$ cat src/rtl/pulse_decoder_seq.sv
// Queued binary-to-one-hot decoder: codes arrive over valid/ready, wait in a
// small FIFO, and are replayed as fixed-width one-hot pulses separated by a gap.
module pulse_decoder_seq #(
  parameter int unsigned N          = 3,
  parameter int unsigned PULSE_LEN  = 4,
  parameter int unsigned GAP_LEN    = 1,
  parameter int unsigned FIFO_DEPTH = 4
) (
  input  logic                          clk,
  input  logic                          rst,
  input  logic                          in_valid,
  input  logic [N-1:0]                  in_code,
  output logic                          in_ready,
  output logic [(1<<N)-1:0]             y,
  output logic                          done,
  output logic                          busy,
  output logic [$clog2(FIFO_DEPTH):0]   level
);

  localparam int unsigned M    = 1 << N;
  localparam int unsigned PW   = $clog2(FIFO_DEPTH);
  localparam int unsigned LW   = PW + 1;
  localparam int unsigned MAXL = (PULSE_LEN > GAP_LEN) ? PULSE_LEN : GAP_LEN;
  localparam int unsigned TW   = (MAXL > 1) ? $clog2(MAXL + 1) : 1;

  localparam logic [TW-1:0] PULSE_T = TW'(PULSE_LEN - 1);
  localparam logic [TW-1:0] GAP_T   = (GAP_LEN > 0) ? TW'(GAP_LEN - 1) : '0;
  localparam logic [LW-1:0] FULL_L  = LW'(FIFO_DEPTH);

  typedef enum logic [1:0] {
    IDLE  = 2'd0,
    PULSE = 2'd1,
    GAP   = 2'd2
  } state_t;

  function automatic logic [M-1:0] decode(input logic [N-1:0] code);
    logic [M-1:0] oh;
    oh       = '0;
    oh[code] = 1'b1;
    return oh;
  endfunction

  logic [N-1:0]  mem [FIFO_DEPTH];
  logic [PW-1:0] wptr;
  logic [PW-1:0] rptr;
  logic          push;
  logic          pop;
  logic [N-1:0]  head;

  state_t        state, state_n;
  logic [TW-1:0] timer, timer_n;
  logic [M-1:0]  y_n;
  logic          done_n;

  // Ready depends on the stored level only, so a pop never frees a slot in the same cycle.
  assign in_ready = (level != FULL_L);
  assign push     = in_valid && in_ready;
  assign head     = mem[rptr];
  assign busy     = (state != IDLE) || (level != '0);

  // Storage holds data only; emptiness is tracked by level, so it needs no reset.
  always_ff @(posedge clk) begin
    if (push) begin
      mem[wptr] <= in_code;
    end
  end

  always_ff @(posedge clk or posedge rst) begin
    if (rst) begin
      wptr  <= '0;
      rptr  <= '0;
      level <= '0;
    end else begin
      if (push) begin
        wptr <= wptr + 1'b1;
      end
      if (pop) begin
        rptr <= rptr + 1'b1;
      end
      unique case ({push, pop})
        2'b10:   level <= level + 1'b1;
        2'b01:   level <= level - 1'b1;
        default: level <= level;
      endcase
    end
  end

  always_comb begin
    state_n = state;
    timer_n = timer;
    y_n     = y;
    done_n  = 1'b0;
    pop     = 1'b0;
    unique case (state)
      IDLE: begin
        y_n = '0;
        if (level != '0) begin
          pop     = 1'b1;
          y_n     = decode(head);
          timer_n = PULSE_T;
          state_n = PULSE;
        end
      end
      PULSE: begin
        if (timer == '0) begin
          y_n    = '0;
          done_n = 1'b1;
          if (GAP_LEN > 0) begin
            timer_n = GAP_T;
            state_n = GAP;
          end else begin
            state_n = IDLE;
          end
        end else begin
          timer_n = timer - 1'b1;
        end
      end
      GAP: begin
        y_n = '0;
        if (timer == '0) begin
          state_n = IDLE;
        end else begin
          timer_n = timer - 1'b1;
        end
      end
      default: begin
        y_n     = '0;
        state_n = IDLE;
      end
    endcase
  end

  // y and done come straight from flops so downstream strobes are glitch-free.
  always_ff @(posedge clk or posedge rst) begin
    if (rst) begin
      state <= IDLE;
      timer <= '0;
      y     <= '0;
      done  <= 1'b0;
    end else begin
      state <= state_n;
      timer <= timer_n;
      y     <= y_n;
      done  <= done_n;
    end
  end

endmodule

$ cat config.mk
export PLATFORM = sky130hd
export DESIGN_NAME = pulse_decoder_seq
export DESIGN_NICKNAME = d
export VERILOG_FILES = /design/src/rtl/pulse_decoder_seq.sv
export SDC_FILE = /design/constraint.sdc
export NUM_CORES = 1
export LEC_CHECK = 0
export ABC_AREA = 1
export CORE_ASPECT_RATIO = 1.1
export CORE_MARGIN = 3
export CORE_UTILIZATION = 40
export DETAILED_ROUTE_END_ITERATION = 12
export GPL_TIMING_DRIVEN = 1
export PLACE_DENSITY = 0.67
export SLEW_MARGIN = 20
export SYNTH_ARGS = -nofsm -noshare
export SYNTH_HDL_FRONTEND = slang
export SYNTH_SLANG_ARGS = --single-unit
$ cat constraint.sdc
create_clock -name clk -period 2 [get_ports clk]
set_input_delay 0.3 -clock clk [delete_from_list [all_inputs] [get_ports clk]]
set_output_delay 0.3 -clock clk [all_outputs]
set_load 0.03 [all_outputs]
==> impl_metrics.yaml <==
outcome:
  status: "complete, no violations"
detailed_routing:
  drc_errors: 0
  detail_route.wl_per_cell_um: 10.3
  vias: 1203
  drtAntennaViolNets: 0
  dr.first_iter.drc_count: 33
  vias_per_cell: 4.37
  drt_wl_total_mm: 2.84
  dr.pass1.iters: 4
clocking:
  clk_latency_ns: 0.28
  cts_sinks: 33
  htreeDepth: 2
  root_buffer: "clkbuf_8"
  clk_pin_slew_ns: 0.06
  cts_made_buffers: 5
  ctsHoldBuffers: 0
  clk_path_buf_depth: 2
  cts_tree: "built"
place:
  port_buffers: 19
  dp.cells: 265
  gp_congestion: 0.803
  dp_hpwl_mm: 2.14
global_routing:
  grt_max_degree: 22
  grt-ovfl-total: 0
  antenna_found_initial: 0
  grt_pass1_wl_mm: 4.95
  grt_pass1_vias: 1138
  globalRouteTotalUtil_pct: 12.2
synthesis:
  synth_seq_cells: 33
  netlist_area_um2: 1750
  ys_seq_area_share_pct: 50.7
  synthCells: 192
  synth_area_per_cell_um2: 9.10
  synth_nets: 210
  yosys_warnings: 0
  ys_types: 25
sta:
  min_period_ns: 1.89
  worstMarginPinSlew_ns: 0.384
  rsz0062_at_grt: "no"
  slew_headroom_pct: 74.4
  finalHoldViolCount: 0
  min_period_over_period_pct: 94.6
  fmax_mhz: 529
  hold_slack_ns: 0.341
  maxSlewViolCount: 0
  finClkSkew_ns: 0.00228
  tns_ns: 0
  setup_viol_count_final: 0
setup_path:
  critPathKind: "reg2out"
  crit_path_end_kind: "output port"
  cp.arrival_ns: 1.59
  start_kind: "register"
  cp_data_required_time_ns: 1.70
  path_max_fanout: 4
finish:
  antennaDiodeCount: 0
  final_common_cell: "nand2_1"
  final_util_pct: 52.1
  ff_latch_area_um2: 888
  layout_common_cells: "nand2_1, inv_1, dfrtp_1"
  multi_input_area_um2: 734
  drive_above_1_share_pct: 17.0
  nets: 240
  fin_cells: 275
  nFillCells: 397
  area_delta_synth_final_pct: 21.6
floorplan:
  num_rows: 24
  dieHeight_um: 75.3
  start_util_pct: 42.8
  die_x_um: 69.0
  coreArea_um2: 4080
  die_area_um2: 5200
  io_pins: 20
power_and_ir_drop:
  ir_worst_vdd_mv: 0.943
  power_w: 0.00347
  cellPowerDensity_nw_per_um2: 1630
  p_leak_nw: 1.03
flow_run:
  cap_violations: 0
min_path:
  hp-class: "in2async"
## layout make-up
| class | count | area share, % |
|---|---|---|
| sequential | 33 | 41.8 |
| multi-input combinational | 127 | 34.5 |
| timing repair buffer | 25 | 11.0 |
| inverter | 30 | 5.77 |
| clock buffer | 5 | 3.24 |
| tap | 52 | 3.06 |
| clock inverter | 3 | 0.589 |
## metal layers
| metal | global-route usage [%] | share of wire [%] |
|---|---|---|
| met5 | 0 | 0 |
| met1 | 14.5 | 47 |
| met4 | 4.56 | 1.2 |
| met2 | 19.9 | 46 |
| met3 | 5.28 | 5.7 |
## critical path, stage by stage (launching register included)
cell	delay, ns
dfrtp_2	0.43
nor2_2	0.20
nand2_4	0.07
clkdlybuf4s50_1	0.60
## path summary, 6_finish.rpt
| path | startpoint | endpoint | slack, ns | cells after the start |
|---|---|---|---|---|
| hold / removal | rst | level[2]$_DFFE_PP0P_ | 0.34 | 3 |
| max in group asynchronous | rst | level[1]$_DFFE_PP0P_ | 1.43 | 3 |
| min in group clk | y[3]$_DFFE_PP0P_ | y[3]$_DFFE_PP0P_ | 0.48 | 2 |
| hold reg to reg | y[3]$_DFFE_PP0P_ | y[3]$_DFFE_PP0P_ | 0.48 | 2 |
| setup / recovery | level[0]$_DFFE_PP0P_ | in_ready | 0.11 | 3 |
| setup reg to reg | state[1]$_DFFE_PP0P_ | level[2]$_DFFE_PP0P_ | 0.14 | 10 |
## registers in the layout, indices dropped and copies added, names as in the netlist
name and count:
mem 12, y 8, level 3, timer 3, rptr 2, state 2
wptr 2, done 1
## Yosys cell counts, drive strengths merged
library cell,count,area share [%]
a21oi,4,1.1
a22o,1,0.50
buf,2,1.3
dfrtp,21,30
edfxtp,12,21
fa,1,1.1
ha,11,7.9
inv,30,7.0
nand2,64,15
nand3,14,5.4
nand4,1,0.36
nor2,16,3.9
o21ai,8,2.3
o21bai,2,0.86
or2,1,0.36
xnor2,1,0.50
xor2,3,1.5
## metrics by stage
| step | setup slack (ns) | cell area, um^2 |
|---|---|---|
| floorplan | 0.0154 | 1760 |
| global route | 0.0135 | 2130 |
| global placement | 0.0988 | 2030 |
| finish | 0.108 | 2130 |
| CTS | 0.0561 | 2110 |
| detailed placement | 0.0644 | 2030 |
## kinds of logic after synthesis
group | Yosys count | share of synthesized area [%]
buffers and inverters | 32 | 8.30
DFF | 33 | 50.7
and+or+nand+nor | 96 | 25.2
xor gates and xnor gates | 4 | 2.00
adders and majority gates | 12 | 9.02
AOI/OAI and AO/OA | 15 | 4.80
## where the power goes
group          total [W]  internal (W)  switching, W
registers        0.00114      0.000950      0.000194
logic            0.00186      0.000737       0.00113
clock network   0.000464      0.000234      0.000231
## repair_timing
action	CTS	global route
buffers inserted	0	2
endpoints found under the setup margin	1	1
gates resized for setup	1	4
(Power assumes the default switching activity.)
==> patch, RTL diff (same flow settings) <==
Make the reset (`rst`) synchronous in 2 clocked blocks.
--- a/src/rtl/pulse_decoder_seq.sv
+++ b/src/rtl/pulse_decoder_seq.sv
@@ -66,5 +66,5 @@
   end
 
-  always_ff @(posedge clk or posedge rst) begin
+  always_ff @(posedge clk) begin
     if (rst) begin
       wptr  <= '0;
@@ -132,5 +132,5 @@
 
   // y and done come straight from flops so downstream strobes are glitch-free.
-  always_ff @(posedge clk or posedge rst) begin
+  always_ff @(posedge clk) begin
     if (rst) begin
       state <= IDLE;
Check against the original RTL: differs if rst is asserted again (counterexample within 4 cycles, from zero or initial values and one cycle with rst high); with rst held inactive, the same outputs for 10 cycles.
==> patch against the unedited design <==
  * Power is 13% lower
  * Cell area shrank 1.6%
  * Sequential power down 11%
  * Die area shrank 2.0%
  * Via count up 11%
  * Setup slack better by 0.030 ns
  * Sequential cell count rose by 2
  * Synthesized area down 2.1%
  * Synthesized cell count increased by 8.3%
  * Routed wire length is 8.1% higher
  * Maximum frequency is 1.6% higher
==> patch: results (changes against the unedited design) <==
static leakage=0.8743 nW (-15%); reg2reg path depth=11 (+1); reg2reg start=state[0]; Hold Path Class=reg -> reg; Critical Path AT=2.03 ns (+0.44 ns); vias=1338 (+11%); Commonest cells post-synth=nand2_1 (50), nor2_1 (29), inv_1 (24), dfxtp_1 (23), a21oi_1 (13); Post-synth ARST share=0% (-64 points); slowest cell on the critical path=fa_2; dpl hpwl=2.281 mm (+6.5%); synth unique cells=21 (-16%); drt initial violations=45 (+36%); Routability Congestion=0.7872 (-1.9%); Reg-to-Reg End=level[2]; ranking of synthesized cells by area=dfxtp_1 (27%), edfxtp_1 (21%), nand2_1 (11%), ha_1 (8.0%), nor2_1 (6.4%); status=finished clean; vias in the first global route=1300 (+14%); Min Hold Slack=0.4649 ns (+0.1244 ns); headroom to the max-slew limit=76.96% (+2.5 points); share of cells above drive strength 1=15.74% (-1.3 points); Synth Flop Type=dfxtp_1; peak supply drop=0.0009369 V (-0.60%); Top Family by Delay on Critical Path=adder cells; nets@finish=252 (+5.0%); largest net degree at the start of global routing=12 (-45%)
patch: changes by cell type in the layout (fill, tap and decap cells not counted), sizes merged, moves of 2 or more:
| cell | delta |
|---|---|
| dfxtp | +23 |
| clkbuf | +2 |
| nor2 | +16 |
| nand2 | -9 |
| o21bai | -2 |
| xor2 | -3 |
| buf | -3 |
| dfrtp | -21 |
| o21ai | +4 |
| a21oi | +11 |
| clkinv | -2 |
patch: routing by layer:
layer  global-route usage, %  wire [um]
met3                   4.079        131
met4                   8.609         87
met5                       0          0
met2                   23.77       1470
met1                   17.40       1381
patch: worst max path at each step:
stage                     to      from  slack [ns]  cells after the start
finish              level[2]  state[0]        0.14                     11
global route        level[2]  state[1]       -0.02                     11
CTS                 level[2]  state[0]        0.04                     11
detailed placement  level[2]  in_valid        0.02                      9
global placement    level[2]  in_valid        0.05                      9
floorplan           level[2]  level[0]        0.02                     11
patch: timing repair:
item | CTS | global route
gates resized for setup | 1 | 7
pin swaps | 0 | 1
endpoints found under the setup margin | 1 | 1
patch: worst reg2reg max path: stages (launching register included):
cell	delay, ns
dfxtp_1	0.34
inv_1	0.09
ha_2	0.20
nand2_2	0.09
inv_2	0.07
ha_1	0.13
inv_1	0.08
fa_2	0.36
a21oi_2	0.13
o21ai_1	0.09
o21ai_1	0.12
a21oi_1	0.05
patch: power groups by stage:
stage	registers [mW]	clock network [mW]	logic, mW
finish	1.02	0.525	1.47
global route	1.04	0.574	1.67
CTS	1.02	0.542	1.43
detailed placement	1.03	0	1.44
global placement	1.03	0	1.41
floorplan	1.10	0	0.979
patch: layout make-up:
type,count,area [um^2]
clock buffers,7,86.33
clock inverters,1,5.005
fillers,390,1963
inverters,29,113.9
multi-input cells,141,785.8
flip-flops and latches,35,823.3
well taps,52,65.06
repair buffers,22,211.5
patch: through the flow:
stage / util, % / power (mW) / cells / setup slack (ns) / cell area (um^2)
6_report: 51.57 / 3.012 / 287 / 0.1383 / 2091
5_1_grt: 51.57 / 3.286 / 287 / -0.01718 / 2091
3_3_place_gp: 48.95 / 2.443 / 279 / 0.04783 / 1984
2_1_floorplan: - / 2.081 / 208 / 0.01780 / 1725
4_1_cts: 51.17 / 2.992 / 287 / 0.03502 / 2074
3_5_place_dp: 48.95 / 2.474 / 279 / 0.02308 / 1984
patch: cell families (layout without fill, tap and decap cells):
kind of cell,count (synthesis),in the layout,share of synthesized area (%)
simple gates,101,101,26.26
compound gates,28,28,8.779
fa+ha+maj,12,12,9.217
flops,35,35,47.99
buf+inv,32,59,7.754
